===== config.mk =====
export PLATFORM = sky130hd
export DESIGN_NAME = signed_div_seq
export DESIGN_NICKNAME = d
export VERILOG_FILES = /design/src/rtl/signed_div_seq.sv
export SDC_FILE = /design/constraint.sdc
export NUM_CORES = 1
export LEC_CHECK = 0
export ABC_AREA = 1
export CORE_ASPECT_RATIO = 1.25
export CORE_MARGIN = 2
export CORE_UTILIZATION = 53
export DETAILED_ROUTE_END_ITERATION = 10
export HOLD_SLACK_MARGIN = 0.02
export PLACE_DENSITY_LB_ADDON = 0.25
export SETUP_SLACK_MARGIN = 0.05
export SLEW_MARGIN = 20
export SYNTH_ARGS = -nofsm -noshare
export SYNTH_HDL_FRONTEND = slang
export SYNTH_SLANG_ARGS = --single-unit

===== constraint.sdc =====
create_clock -name clk -period 3.7 [get_ports clk]
set_clock_uncertainty 0.2 [all_clocks]
set_input_delay 0.925 -clock clk [delete_from_list [all_inputs] [get_ports clk]]
set_output_delay 0.925 -clock clk [all_outputs]
set_load 0.01 [all_outputs]

===== src/rtl/signed_div_seq.sv =====
// Sequencer and sign-handling shell around an unsigned iterative divider.
// Launches the divider with operand magnitudes, times its fixed latency and fixes up signs.
module signed_div_seq #(
    parameter int DWIDTH = 8
) (
    input  logic                clk,
    input  logic                rst,
    input  logic                in_valid,
    output logic                in_ready,
    input  logic [DWIDTH-1:0]   in_a,
    input  logic [DWIDTH-1:0]   in_b,
    input  logic                in_signed,
    output logic                div_start,
    output logic [DWIDTH-1:0]   div_x,
    output logic [DWIDTH-1:0]   div_y,
    input  logic [2*DWIDTH-1:0] div_dout,
    output logic                out_valid,
    input  logic                out_ready,
    output logic [DWIDTH-1:0]   out_q,
    output logic [DWIDTH-1:0]   out_r,
    output logic                out_dbz,
    output logic                out_ovf
);

    localparam int CW = (DWIDTH > 2) ? $clog2(DWIDTH) : 1;
    localparam logic [CW-1:0]     CNT_LAST = CW'(DWIDTH - 1);
    localparam logic [DWIDTH-1:0] MIN_VAL  = {1'b1, {(DWIDTH-1){1'b0}}};

    typedef enum logic [2:0] {S_IDLE, S_LAUNCH, S_WAIT, S_FIX, S_HOLD} state_t;

    state_t          state, state_nxt;
    logic [CW-1:0]   cnt;
    logic            neg_q, neg_r;

    logic            accept, is_dbz, is_ovf;
    logic [DWIDTH-1:0] mag_a, mag_b, div_q, div_r;

    assign accept = in_valid && in_ready;
    assign is_dbz = (in_b == '0);
    assign is_ovf = in_signed && (in_a == MIN_VAL) && (in_b == '1);
    // MIN negates to itself, which is already the correct unsigned magnitude.
    assign mag_a  = (in_signed && in_a[DWIDTH-1]) ? -in_a : in_a;
    assign mag_b  = (in_signed && in_b[DWIDTH-1]) ? -in_b : in_b;
    assign div_q  = div_dout[2*DWIDTH-1:DWIDTH];
    assign div_r  = div_dout[DWIDTH-1:0];

    // NOTE: sequential state uses non-blocking assignments so every flop samples pre-edge values.
    always_ff @(posedge clk) begin
        if (rst) state <= S_IDLE;
        else     state <= state_nxt;
    end

    // NOTE: state_nxt gets a default before the case so no path leaves it unassigned (no latch).
    always_comb begin
        state_nxt = state;
        case (state)
            S_IDLE:   if (accept) state_nxt = (is_dbz || is_ovf) ? S_HOLD : S_LAUNCH;
            S_LAUNCH: state_nxt = S_WAIT;
            S_WAIT:   if (cnt == CNT_LAST) state_nxt = S_FIX;
            S_FIX:    state_nxt = S_HOLD;
            S_HOLD:   if (out_ready) state_nxt = S_IDLE;
            default:  state_nxt = S_IDLE;
        endcase
    end

    always_comb begin
        in_ready  = (state == S_IDLE);
        div_start = (state == S_LAUNCH);
        out_valid = (state == S_HOLD);
    end

    always_ff @(posedge clk) begin
        if (rst) begin
            cnt     <= '0;
            neg_q   <= 1'b0;
            neg_r   <= 1'b0;
            div_x   <= '0;
            div_y   <= '0;
            out_q   <= '0;
            out_r   <= '0;
            out_dbz <= 1'b0;
            out_ovf <= 1'b0;
        end else begin
            case (state)
                S_IDLE: if (accept) begin
                    neg_q <= in_signed && (in_a[DWIDTH-1] ^ in_b[DWIDTH-1]);
                    neg_r <= in_signed && in_a[DWIDTH-1];
                    if (is_dbz) begin
                        out_q   <= '1;
                        out_r   <= in_a;
                        out_dbz <= 1'b1;
                        out_ovf <= 1'b0;
                    end else if (is_ovf) begin
                        out_q   <= in_a;
                        out_r   <= '0;
                        out_dbz <= 1'b0;
                        out_ovf <= 1'b1;
                    end else begin
                        div_x <= mag_a;
                        div_y <= mag_b;
                    end
                end
                S_LAUNCH: cnt <= '0;
                S_WAIT:   cnt <= cnt + 1'b1;
                S_FIX: begin
                    out_q   <= neg_q ? -div_q : div_q;
                    out_r   <= neg_r ? -div_r : div_r;
                    out_dbz <= 1'b0;
                    out_ovf <= 1'b0;
                end
                default: ;
            endcase
        end
    end

endmodule


Yosys cells after proc, flatten, opt, wreduce, memory -nomap -nowiden
Cells that the tools add are included.
{ "totals": {"register_bits": 42, "latchBits": 0, "ramBits": 0, "rom_bits": 0, "inputBits": 37, "elab_cells": 70, "mem_count": 0} }
{ "classes": {"addsub": 5, "n_mul": 0, "div_mod_pow": 0, "n_lt_le_gt_ge": 0, "n_eq_ne": 11, "n_shift": 0, "mux": 26, "n_bitwise": 3, "reduce_logical": 15} }
{ "op_table": {"columns": ["cell", "n"], "rows": [
  ["8-bit two-way mux", 10],
  ["8-bit negator", 4],
  ["8-bit one-hot mux with 2 select lines", 2],
  ["8-bit == test, second input constant", 2],
  ["3-bit one-hot mux with 5 select lines", 1],
  ["3-bit two-way mux", 4],
  ["8-bit zero test", 1],
  ["3-bit by 2-bit == test with 1-bit output, second input constant", 2],
  ["3-bit == test, second input constant", 2],
  ["1-bit logical AND", 6],
  ["1-bit two-way mux", 6],
  ["3-bit one-hot mux with 2 select lines", 1],
  ["3-bit AND reduction", 2],
  ["2-bit by 1-bit inequality test with 1-bit output, second input constant", 2],
  ["1-bit one-hot mux with 2 select lines", 2],
  ["4-bit AND reduction", 1],
  ["2-bit nonzero test", 2],
  ["3-bit by 1-bit adder with 3-bit output, second input constant", 1],
  ["3-bit by 1-bit == test with 1-bit output, second input constant", 1],
  ["3-bit zero test", 1],
  ["3-bit by 1-bit inequality test with 1-bit output, second input constant", 1],
  ["2-bit inequality test, second input constant", 1],
  ["1-bit inverter", 2],
  ["2-bit AND reduction", 1],
  ["2 further kinds", 2]
]} }

Longest topological paths before layout
{ "logic_depth": {"depth_word": 7, "depth_mapped": 12} }

Least setup slack after synthesis
OpenSTA, ideal clock, no wires.
{ "synth_timing": {"path_kind": "input -> register", "from": "input port in_b[1]", "to": "register div_x[5]", "arrival_time_ps": 2005, "t_required_ps": 3384, "setup_slack_ps": 1379, "stages": 10, "path_buffers": 1, "path_cell_list": "inv_1 > ha_1 > nand3_4 > nor2_4 > nand3_2 > nand2_4 > nor2_8 > buf_4 > o21ai_0 > nor2_1"} }
{ "synth_between": {"elab_chain_len": 4, "word_cells_on_any_way": 6, "cone_classes": "1 x eq/ne; 2 x bitwise; 3 x reduce/logical"} }
{ "synth_rtl": {"columns": ["item", "line", "text"], "rows": [
  ["from (decl)", "11", "input logic [DWIDTH-1:0] in_b,"],
  ["8-bit == test", "40", "assign is_ovf = in_signed && (in_a == MIN_VAL) && (in_b == '1);"],
  ["1-bit logical AND", "40", null],
  ["1-bit inverter (no source line)", null, null],
  ["4-bit AND reduction (no source line) (*)", null, null],
  ["to (signal assigned)", "99", "div_x <= mag_a;"],
  ["to (decl)", "14", "output logic [DWIDTH-1:0] div_x,"]
]} }
Mark *: on every way between the ends. The rest lies on a longest branch, timed or not.
A chain may end at the register's enable or synchronous reset.

Final worst setup path
{ "layout_timing": {"from": "input port in_a[0]", "to": "register state[2]"} }
{ "layout_between": {"elab_chain_len": 7} }
{ "layout_rtl": {"columns": ["item", "line", "text"], "rows": [
  ["from (decl)", "10", "input logic [DWIDTH-1:0] in_a,"],
  ["8-bit == test", "40", null],
  ["1-bit logical AND (2 in series)", "40", null],
  ["1-bit logical OR", "57", "S_IDLE: if (accept) state_nxt = (is_dbz || is_ovf) ? S_HOLD : S_LAUNCH;"],
  ["3-bit two-way mux (2 in series)", "57", null],
  ["3-bit one-hot mux with 5 select lines", "56", "case (state)"],
  ["to (signal assigned)", "50", "else state <= state_nxt;"],
  ["to (decl)", "31", "state_t state, state_nxt;"]
]} }
No other way between the ends. The select of a mux whose other input is x is not followed.

==> results.md <==
- Final hold vios: 0
- Path depth of the worst reg2reg path: 8
- Largest area contributor in the netlist: dfxtp_1
- Total power: 1.77 mW
- Commonest non-fill, non-tap cell in the layout: nand2_1
- Ant diodes: 0
- Number of global-route vias before repair: about 2600
- Via density per instance: between 5 and 6
- Synthesized area: about 2700 µm²
- First-pass detailed-route iteration total: 4
- Hold Path Class: reg -> reg
- Synth top area cells: dfxtp_1, nand2_1, nor2_1
- Wire length per cell: around 12 µm
- DR vias: around 2800
- Routed wire length: roughly 6.9 mm
- Post-CTS Setup Inserts: 0
- Clk buf depth: 2
- Largest family of logic cells by synthesized area: simple AND/OR/NAND/NOR gates
- Peak per-stage delay on the critical path: ~0.52 ns
- Post_cts resized: 0
- First-pass GRT wire length: 11.3 mm
- Clk sinks: 42
- Startpoint Class: input pin
- Die ar.: roughly 5800 µm²
- WP data required: between 3 and 4 ns
- Min Clock Period, post-route: approximately 2.9 ns
- Largest net degree at the start of global routing: 34
- Mux cell area share after synthesis: 0%
- Post-Syn Instances: 434
- Initial drt markers: 247
- DP HPWL: approximately 5.2 mm
- CTS tree: built
- Mapped Nets: between 400 and 500
- CP Class: in -> reg
- Initial antenna violation count: 0
- Synth Area in Simple Gates: 41.4%
- Peak VDD IR: approximately 310 µV
- DIE WIDTH: just under 70 µm
- Synth Area in Compound Gates: about 10%
- RSZ-0062 raised after global routing: no
- CTS root buf: clkbuf_8
- CP Cell Sequence: clkdlybuf4s50_1 -> inv_1 -> ha_1 -> nand3_2 -> nor2_1 -> nand3_1 -> nand2_4 -> a21oi_2 -> nand2_1 -> nand2_1 -> inv_1
- YS warnings: 0
- Max Cap Viol: 0
- Cts hold-fix bufs: 0
- Worst Max-Slew Pin Slew: about 0.56 ns
- Leakage: around 1.7 nW
- Chip Height: approximately 84 µm
- F_max: 348 MHz
- Total GRT Usage: 25.2%
- Sequential element share of the synthesized area: a little under a third
- Starting Density: between 50% and 60%
- Final GP Congestion: approximately 0.90
- Crit path DAT: 2.87 ns
- GR Overflow Total: 0
- DRT antenna net count: 0
- Setup tns final: 0 ns
- Pwr dens: just under 500 nW/µm²
- Layout cells sized above 1: between 6 and 7%
- I/O pin count: 74
- Fraction of synthesized cell area in xor and xnor cells: between 2 and 3%
- Layout area overhead: 30.8%
- Final hold slack: 0.265 ns
- Status: completed
- Synth Area in Adders: ~3.2%
- Slew Viols, Final: 0
- Avg Cell Area, Syn: about 6.3 µm²
- Register bit total from synthesis: 42
- Crit-path max FO: 12
- Port Buffers: 73
- CP max stage cell: clkdlybuf4s50_1
- Core area: just over 5000 µm²
- Row count: 29
- Yosys cell types: 31
- DRC: 0
- Yosys top cell area share: 30.7%
- Most frequent cells in the layout: nand2_1, nor2_1, clkdlybuf4s50_1, inv_1, dfxtp_1
- Slew headroom: 62.4%
- Clock input transition at the sequential cells of the worst setup and hold paths: approximately 0.08 ns
- Clock buffer count from CTS: 5
- Final setup fails: 0
- Final nets: about 550
- Hold path depth: 1
- CP Capture Type: register
- Period utilisation layout: about 78%
- H-tree lvl count: 2
- Clk_lat worst skew: 0.30 ns
[power by group]
part	switching (mW)	leakage [nW]	total [mW]	internal (mW)
Sequential	0.0751	0.343	0.631	0.556
Combinational	0.444	1.34	0.820	0.375
Clock	0.167	0.0472	0.317	0.150
Total	0.687	1.73	1.77	1.08
[state kept, by name (all words and copies together), names as in the netlist]
| register | cells |
|---|---|
| div_x | 8 |
| div_y | 8 |
| out_q | 8 |
| out_r | 8 |
| cnt | 3 |
| state | 3 |
| neg_q | 1 |
| neg_r | 1 |
| out_dbz | 1 |
| out_ovf | 1 |
[layer usage]
metal  share of wire (%)  global-route usage, %  vias to the layer above
met1                  42                   29.1                     1243
li1                    -                      -                     1491
met3                 5.6                   5.76                       18
met2                  50                   44.0                       92
met4                 2.7                   9.09                        0
met5                   0                      0                        -
[critical path: cells and delay by family]
family,cells,cell delay [ns]
compound gates,1,0.49
fa+ha+maj,1,0.23
buf+inv,3,0.65
simple gates,6,0.58
[path summary, 6_finish.rpt]
kind | startpoint | to | slack [ns]
worst min register to register | cnt[0] | cnt[0] | 0.27
worst max register to register | state[2] | state[2] | 1.69
worst max-delay path | in_a[0] | state[2] | 0.83
worst min-delay path | cnt[0] | cnt[0] | 0.27
[stage by stage]
stage | utilization, % | area, µm² | instances | setup WS, ns
global placement | 69.2 | 3490 | 558 | 0.586
detailed placement | 69.2 | 3490 | 558 | 0.514
global route | 71.1 | 3580 | 566 | 0.713
floorplan | - | 2740 | 434 | 1.38
CTS | 71.1 | 3580 | 566 | 0.836
finish | 71.1 | 3580 | 566 | 0.830
[cells by family (layout without fill, tap and decap cells)]
| group | Yosys count | in the layout |
|---|---|---|
| buffers and inverters | 79 | 149 |
| AND/OR/NAND/NOR | 247 | 247 |
| adder cells (fa/ha/maj) | 7 | 7 |
| flip-flops | 42 | 42 |
| AO/OA/AOI/OAI | 51 | 51 |
| XOR/XNOR | 8 | 8 |
[area by class of cell]
cell class              count  area (µm²)
inverters                  66         250
clock buffers               6        82.6
multi-input cells         313        1580
repair buffers             75         746
clock inverters             2        12.5
well taps                  62        77.6
flip-flops and latches     42         841
fillers                   459        1460
[cells in the mapped netlist]
cell type,instances
nand3_1,23
nand4_1,2
o22ai_1,5
inv_4,1
a211oi_1,1
nand2_2,1
o21a_1,4
nor2_4,1
buf_4,3
dfxtp_1,42
o211ai_1,1
nand3b_1,15
buf_6,2
ha_1,7
nor3_1,7
xnor2_1,1
a21oi_1,17
a31oi_1,1
clkbuf_1,8
xor2_1,7
a21oi_2,1
nand2_4,2
inv_2,9
inv_1,56
nor2_1,79
nand3_2,2
nand2_1,110
o21ai_0,21
nand3_4,2
nor2_8,2
nor3_4,1
(Power assumes the default switching activity.)
